**src/rtl/reg_file_seq_pkg.sv**
```systemverilog
// rtl/reg_file_seq_pkg.sv - shared constants and types for the register-file sequencer
// Purpose: datapath/address widths, opcode encoding and FSM state encoding.
// Optional feature macro used by importers: REG_SEQ_FLAGS_EN.
package reg_file_seq_pkg;

    localparam int DATA_W = 16;
    localparam int ADDR_W = 6;

    typedef enum logic [2:0] {
        OP_MOV = 3'd0,
        OP_ADD = 3'd1,
        OP_SUB = 3'd2,
        OP_AND = 3'd3,
        OP_OR  = 3'd4,
        OP_XOR = 3'd5,
        OP_LDI = 3'd6,
        OP_CMP = 3'd7
    } opcode_t;

    typedef enum logic [1:0] {
        ST_IDLE  = 2'd0,
        ST_READ  = 2'd1,
        ST_EXEC  = 2'd2,
        ST_WRITE = 2'd3
    } seq_state_t;

endpackage

```
**src/rtl/reg_file_seq_alu.sv**
```systemverilog
// rtl/reg_file_seq_alu.sv - combinational ALU for the register-file sequencer
// Purpose: computes the instruction result at DATA_W+1 bits and truncates it.
// Ports:
//   opcode  in  operation select
//   a, b    in  captured source operands
//   imm     in  immediate operand (LDI)
//   result  out DATA_W-bit wrapped result
//   carry   out carry-out for ADD, borrow for SUB/CMP, 0 otherwise
module reg_file_seq_alu
    import reg_file_seq_pkg::*;
(
    input  opcode_t           opcode,
    input  logic [DATA_W-1:0] a,
    input  logic [DATA_W-1:0] b,
    input  logic [DATA_W-1:0] imm,
    output logic [DATA_W-1:0] result,
    output logic              carry
);

    logic [DATA_W:0] wide;

    always_comb begin
        wide = '0;
        case (opcode)
            OP_MOV:         wide = {1'b0, a};
            OP_ADD:         wide = {1'b0, a} + {1'b0, b};
            // The extra top bit of a zero-extended subtraction is the borrow.
            OP_SUB, OP_CMP: wide = {1'b0, a} - {1'b0, b};
            OP_AND:         wide = {1'b0, a & b};
            OP_OR:          wide = {1'b0, a | b};
            OP_XOR:         wide = {1'b0, a ^ b};
            OP_LDI:         wide = {1'b0, imm};
            default:        wide = '0;
        endcase
        result = wide[DATA_W-1:0];
        carry  = ((opcode == OP_ADD) || (opcode == OP_SUB) || (opcode == OP_CMP))
                 ? wide[DATA_W] : 1'b0;
    end

endmodule

```
**src/rtl/reg_file_sequencer.sv**
```systemverilog
// rtl/reg_file_sequencer.sv - single-master micro-sequencer for a 64 x 16 register file
// Purpose: accepts one instruction per handshake, reads operands through the file's
// async ports, executes, and writes back through the sync write port (port A reused
// as write address). Optional status flags under macro REG_SEQ_FLAGS_EN.
// Ports:
//   Clock, Reset                     clock, synchronous active-high reset
//   InstrValid/InstrReady            instruction handshake
//   Opcode, Dest, SrcA, SrcB, Immediate  instruction fields (sampled at accept)
//   RegAddressA/B, RegWriteEnable, RegWriteData  to register file
//   RegReadDataA/B                   from register file
//   Done                             one-cycle retire pulse
//   Zero, Carry                      status flags (REG_SEQ_FLAGS_EN only)
module reg_file_sequencer
    import reg_file_seq_pkg::*;
(
    input  logic              Clock,
    input  logic              Reset,
    input  logic              InstrValid,
    output logic              InstrReady,
    input  logic [2:0]        Opcode,
    input  logic [ADDR_W-1:0] Dest,
    input  logic [ADDR_W-1:0] SrcA,
    input  logic [ADDR_W-1:0] SrcB,
    input  logic [DATA_W-1:0] Immediate,
    output logic [ADDR_W-1:0] RegAddressA,
    output logic [ADDR_W-1:0] RegAddressB,
    output logic              RegWriteEnable,
    output logic [DATA_W-1:0] RegWriteData,
    input  logic [DATA_W-1:0] RegReadDataA,
    input  logic [DATA_W-1:0] RegReadDataB,
    output logic              Done
`ifdef REG_SEQ_FLAGS_EN
    ,
    output logic              Zero,
    output logic              Carry
`endif
);

    seq_state_t        state_q,  state_d;
    opcode_t           opcode_q, opcode_d;
    logic [ADDR_W-1:0] dest_q,   dest_d;
    logic [ADDR_W-1:0] src_a_q,  src_a_d;
    logic [ADDR_W-1:0] src_b_q,  src_b_d;
    logic [DATA_W-1:0] imm_q,    imm_d;
    logic [DATA_W-1:0] op_a_q,   op_a_d;
    logic [DATA_W-1:0] op_b_q,   op_b_d;
    logic [DATA_W-1:0] result_q, result_d;
`ifdef REG_SEQ_FLAGS_EN
    logic              zero_q,   zero_d;
    logic              carry_q,  carry_d;
`endif

    logic [DATA_W-1:0] alu_result;
    logic              alu_carry;

    reg_file_seq_alu u_alu (
        .opcode (opcode_q),
        .a      (op_a_q),
        .b      (op_b_q),
        .imm    (imm_q),
        .result (alu_result),
        .carry  (alu_carry)
    );

    always_comb begin
        state_d        = state_q;
        opcode_d       = opcode_q;
        dest_d         = dest_q;
        src_a_d        = src_a_q;
        src_b_d        = src_b_q;
        imm_d          = imm_q;
        op_a_d         = op_a_q;
        op_b_d         = op_b_q;
        result_d       = result_q;
`ifdef REG_SEQ_FLAGS_EN
        zero_d         = zero_q;
        carry_d        = carry_q;
`endif
        InstrReady     = (state_q == ST_IDLE) && !Reset;
        RegAddressA    = '0;
        RegAddressB    = '0;
        RegWriteEnable = 1'b0;
        RegWriteData   = '0;
        Done           = 1'b0;

        case (state_q)
            ST_IDLE: begin
                if (InstrValid && InstrReady) begin
                    opcode_d = opcode_t'(Opcode);
                    dest_d   = Dest;
                    src_a_d  = SrcA;
                    src_b_d  = SrcB;
                    imm_d    = Immediate;
                    // LDI needs no register operands, so it skips the read cycle.
                    state_d  = (opcode_t'(Opcode) == OP_LDI) ? ST_EXEC : ST_READ;
                end
            end
            ST_READ: begin
                RegAddressA = src_a_q;
                RegAddressB = src_b_q;
                op_a_d      = RegReadDataA;
                op_b_d      = RegReadDataB;
                state_d     = ST_EXEC;
            end
            ST_EXEC: begin
                result_d = alu_result;
`ifdef REG_SEQ_FLAGS_EN
                if ((opcode_q != OP_MOV) && (opcode_q != OP_LDI)) begin
                    zero_d  = (alu_result == '0);
                    carry_d = alu_carry;
                end
`endif
                state_d  = ST_WRITE;
            end
            ST_WRITE: begin
                RegAddressA    = dest_q;
                RegWriteData   = result_q;
                // Reset landing on the write cycle must not commit or retire.
                RegWriteEnable = (opcode_q != OP_CMP) && !Reset;
                Done           = !Reset;
                state_d        = ST_IDLE;
            end
            default: state_d = ST_IDLE;
        endcase
    end

    always_ff @(posedge Clock) begin
        if (Reset) begin
            state_q  <= ST_IDLE;
            opcode_q <= OP_MOV;
            dest_q   <= '0;
            src_a_q  <= '0;
            src_b_q  <= '0;
            imm_q    <= '0;
            op_a_q   <= '0;
            op_b_q   <= '0;
            result_q <= '0;
`ifdef REG_SEQ_FLAGS_EN
            zero_q   <= 1'b0;
            carry_q  <= 1'b0;
`endif
        end else begin
            state_q  <= state_d;
            opcode_q <= opcode_d;
            dest_q   <= dest_d;
            src_a_q  <= src_a_d;
            src_b_q  <= src_b_d;
            imm_q    <= imm_d;
            op_a_q   <= op_a_d;
            op_b_q   <= op_b_d;
            result_q <= result_d;
`ifdef REG_SEQ_FLAGS_EN
            zero_q   <= zero_d;
            carry_q  <= carry_d;
`endif
        end
    end

`ifdef REG_SEQ_FLAGS_EN
    assign Zero  = zero_q;
    assign Carry = carry_q;
`endif

endmodule

```
**config.mk**
```make
export PLATFORM = sky130hd
export DESIGN_NAME = reg_file_sequencer
export DESIGN_NICKNAME = d
export VERILOG_FILES = /design/src/rtl/reg_file_seq_pkg.sv /design/src/rtl/reg_file_seq_alu.sv /design/src/rtl/reg_file_sequencer.sv
export SDC_FILE = /design/constraint.sdc
export NUM_CORES = 1
export LEC_CHECK = 0
export CORE_ASPECT_RATIO = 1.25
export CORE_MARGIN = 2
export CORE_UTILIZATION = 49
export DETAILED_ROUTE_END_ITERATION = 8
export PLACE_DENSITY = 0.82
export SETUP_SLACK_MARGIN = 0.5
export SLEW_MARGIN = 15
export SYNTH_ARGS = -nofsm -noshare
export SYNTH_HDL_FRONTEND = slang
export SYNTH_HIERARCHICAL = 1
export SYNTH_SLANG_ARGS = --single-unit
export TNS_END_PERCENT = 5
```
**constraint.sdc**
```tcl
create_clock -name Clock -period 3.3 [get_ports Clock]
set_clock_uncertainty 0.15 [all_clocks]
set_input_delay 0.66 -clock Clock [delete_from_list [all_inputs] [get_ports Clock]]
set_output_delay 0.66 -clock Clock [all_outputs]
set_load 0.02 [all_outputs]
```
==> metrics.md <==
| Metric | Value |
|---|---|
| Pint | `0.00415 W` |
| CTS HTree Levels | `3` |
| # IOs | `103` |
| Worst Tran Pin Value | `0.514 ns` |
| CP Max Fanout | `4` |
| Pins Over Slew Limit | `0` |
| Seq pwr share | `21.0%` |
| Total gr overflow | `0` |
| Worst setup startpoint | `op_b_q[6]` |
| Fmax | `337 MHz` |
| Switching power total | `around 0.0033 W` |
| CP endpoint kind | `flop` |
| Clk slew on worst S/H paths | `about 0.07 ns` |
| DIE AREA | `0.0129 mm²` |
| CP arrival | `3.05 ns` |
| # diodes | `0` |
| Peak supply drop | `0.000467 V` |
| DP Area | `around 0.0072 mm²` |
| Fin nets | `992` |
| TritonCTS clock tree | `built` |
| Core area | `0.0117 mm²` |
| Worst hold path type | `reg2reg` |
| Power Dens Cells | `955 mW/mm²` |
| Syn Nets | `877` |
| Top delay family on crit path | `compound AO/OA/AOI/OAI gates` |
| Syn_area_per_cell | `7.86 µm²` |
| Clock Root Buffer | `clkbuf_16` |
| IO Port Bufs | `102` |
| Iter 0 DRT Violations | `492` |
| Final min period | `2.97 ns` |
| Max incr delay on CP | `0.37 ns` |
| Clock Tree Buf Depth | `2` |
| Largest net degree at the start of global routing | `41` |
| RD Place Congestion | `0.946` |
| Max_cap viols | `0` |
| Hold Path Origin | `imm_q[5]` |
| Fin area | `0.00780 mm²` |
| Setup TNS | `0 ns` |
| Post-Route WL | `16500 µm` |
| Final setup fails | `0` |
| Antenna Nets Post-Route | `0` |
| R2r startpoint | `op_b_q[6]` |
| CTS buffer count | `9` |
| Layout cell share with drive strength beyond 1 | `13.9%` |
| DP Wirelength | `between 10000 and 15000 µm` |
| Die X | `102 µm` |
| WP buf/inv | `1` |
| Clk pwr share | `13.8%` |
| Required time worst endpoint | `3.38 ns` |
| Final Hold Fails | `0` |
| Vias | `5615` |
| CTS Sinks | `between 80 and 90` |
| Comb pwr share | `65.2%` |
| Vias in the first global route | `5426` |
| Startpoint Class | `flop` |
| Initial Utilization | `roughly half` |
| Vias per cell | `between 5 and 6` |
| DR pass1 iterations | `6` |
| YS warnings | `6` |
| Drt drc | `0` |
| Initial antenna violation count | `0` |
| GRT Total Usage | `roughly a quarter` |
| Later-pin clock latency in the skew report | `0.34 ns` |
| First-pass GRT wire length | `26100 µm` |
| Slowest-stage cell, CP | `ha_1` |
| Cell Rows | `44` |
| Area growth syn-to-layout | `32.5%` |
| Final period util | `90.0%` |
| Worst slew margin | `65.7%` |
| Netlist Area Pre-Place | `0.00589 mm²` |
| Critical-path cell list | `nor4_4, buf_4, nand3_1, nand2_1, xnor2_1, ha_1, a21o_1, o21bai_1, o21a_1, a211oi_2, xor2_1, o22ai_1, mux2i_1, nor2_1` |
| Gate count of the mapped netlist | `749` |
| Routed wire per std cell | `16.0 µm` |
| Leakage | `about 3.2 nW` |
| Outcome | `finished clean` |
| RSZ-0062 raised after global routing | `true` |
| Setup CP Type | `reg2reg` |
| Net Sw Frac | `44.2%` |
| Die Ht | `127 µm` |
==> registers in the layout, indices dropped and copies added (netlist names) <==
name and count:
state_q 2, result_q 16, imm_q 16, src_b_q 6, op_a_q 16, dest_q 6
op_b_q 16, src_a_q 6, opcode_q 3
==> routing by layer <==
metal,wire (µm),share of wire [%],global-route usage [%],vias up
met5,0,0,0,-
met4,803,4.9,13.8,0
met3,971,5.9,4.74,49
met2,8120,49,43.5,212
met1,6590,40,30.3,2568
li1,-,-,-,2786
==> stage by stage <==
step	cells	setup WS (ns)	hold slack (ns)	power [W]	utilization, %
after detailed placement	999	0.0738	0.292	0.00573	61.9
after CTS	1030	0.361	0.302	0.00732	66.7
after floorplan	749	0.312	0.274	0.00461	-
final	1030	0.332	0.296	0.00745	66.8
after global placement	999	0.113	0.287	0.00570	61.9
after global routing	1030	0.155	0.322	0.00792	66.8
==> final cells by class <==
| class | count | area (µm²) |
|---|---|---|
| Clock buffer | 10 | 229 |
| Timing Repair Buffer | 153 | 1440 |
| Clock inverter | 6 | 68.8 |
| Tap cell | 161 | 201 |
| Multi-Input combinational cell | 560 | 3910 |
| Sequential cell | 87 | 1750 |
| Fill cell | 960 | 3870 |
| Inverter | 53 | 199 |
==> final timing paths <==
kind	slack (ns)	cells after the start	end
worst min-delay path	0.30	2	imm_q[5]
worst max-delay path	0.33	14	result_q[13]
worst max register to register	0.33	14	result_q[13]
worst min register to register	0.30	2	imm_q[5]
==> power groups by stage <==
stage	clock (W)	sequential (W)	combinational, W
after floorplan	0	0.00150	0.00312
after global placement	0	0.00156	0.00414
after detailed placement	0	0.00157	0.00416
after CTS	0.00104	0.00156	0.00473
after global routing	0.00108	0.00159	0.00525
final	0.00103	0.00156	0.00485
==> worst min-delay path: stages, from the launching register on <==
cell	delay, ns
dfxtp_1	0.31
nand2_1	0.05
o21ai_1	0.05
==> cells in the final DEF, fill, tap and decap left out, types with 7 or more instances in the layout <==
| cell type | count |
|---|---|
| xnor2_1 | 16 |
| ha_1 | 50 |
| xor2_1 | 10 |
| a22oi_1 | 8 |
| o21ai_1 | 29 |
| buf_4 | 45 |
| a221oi_1 | 7 |
| a21oi_1 | 22 |
| clkbuf_16 | 9 |
| and2_1 | 23 |
| mux2i_1 | 58 |
| a211oi_1 | 10 |
| clkdlybuf4s50_1 | 101 |
| dfxtp_1 | 80 |
| nand2_1 | 105 |
| o21ai_0 | 34 |
| inv_1 | 50 |
| nor2_1 | 79 |
==> timing repair <==
| item | CTS | global route |
|---|---|---|
| buffers inserted | 15 | 0 |
| pin swaps | 28 | 1 |
| resized for setup | 38 | 4 |
| endpoints found under the setup margin | 27 | 30 |
| hold buffers | 0 | 0 |
Note: power is estimated with default switching activity, not from simulation.
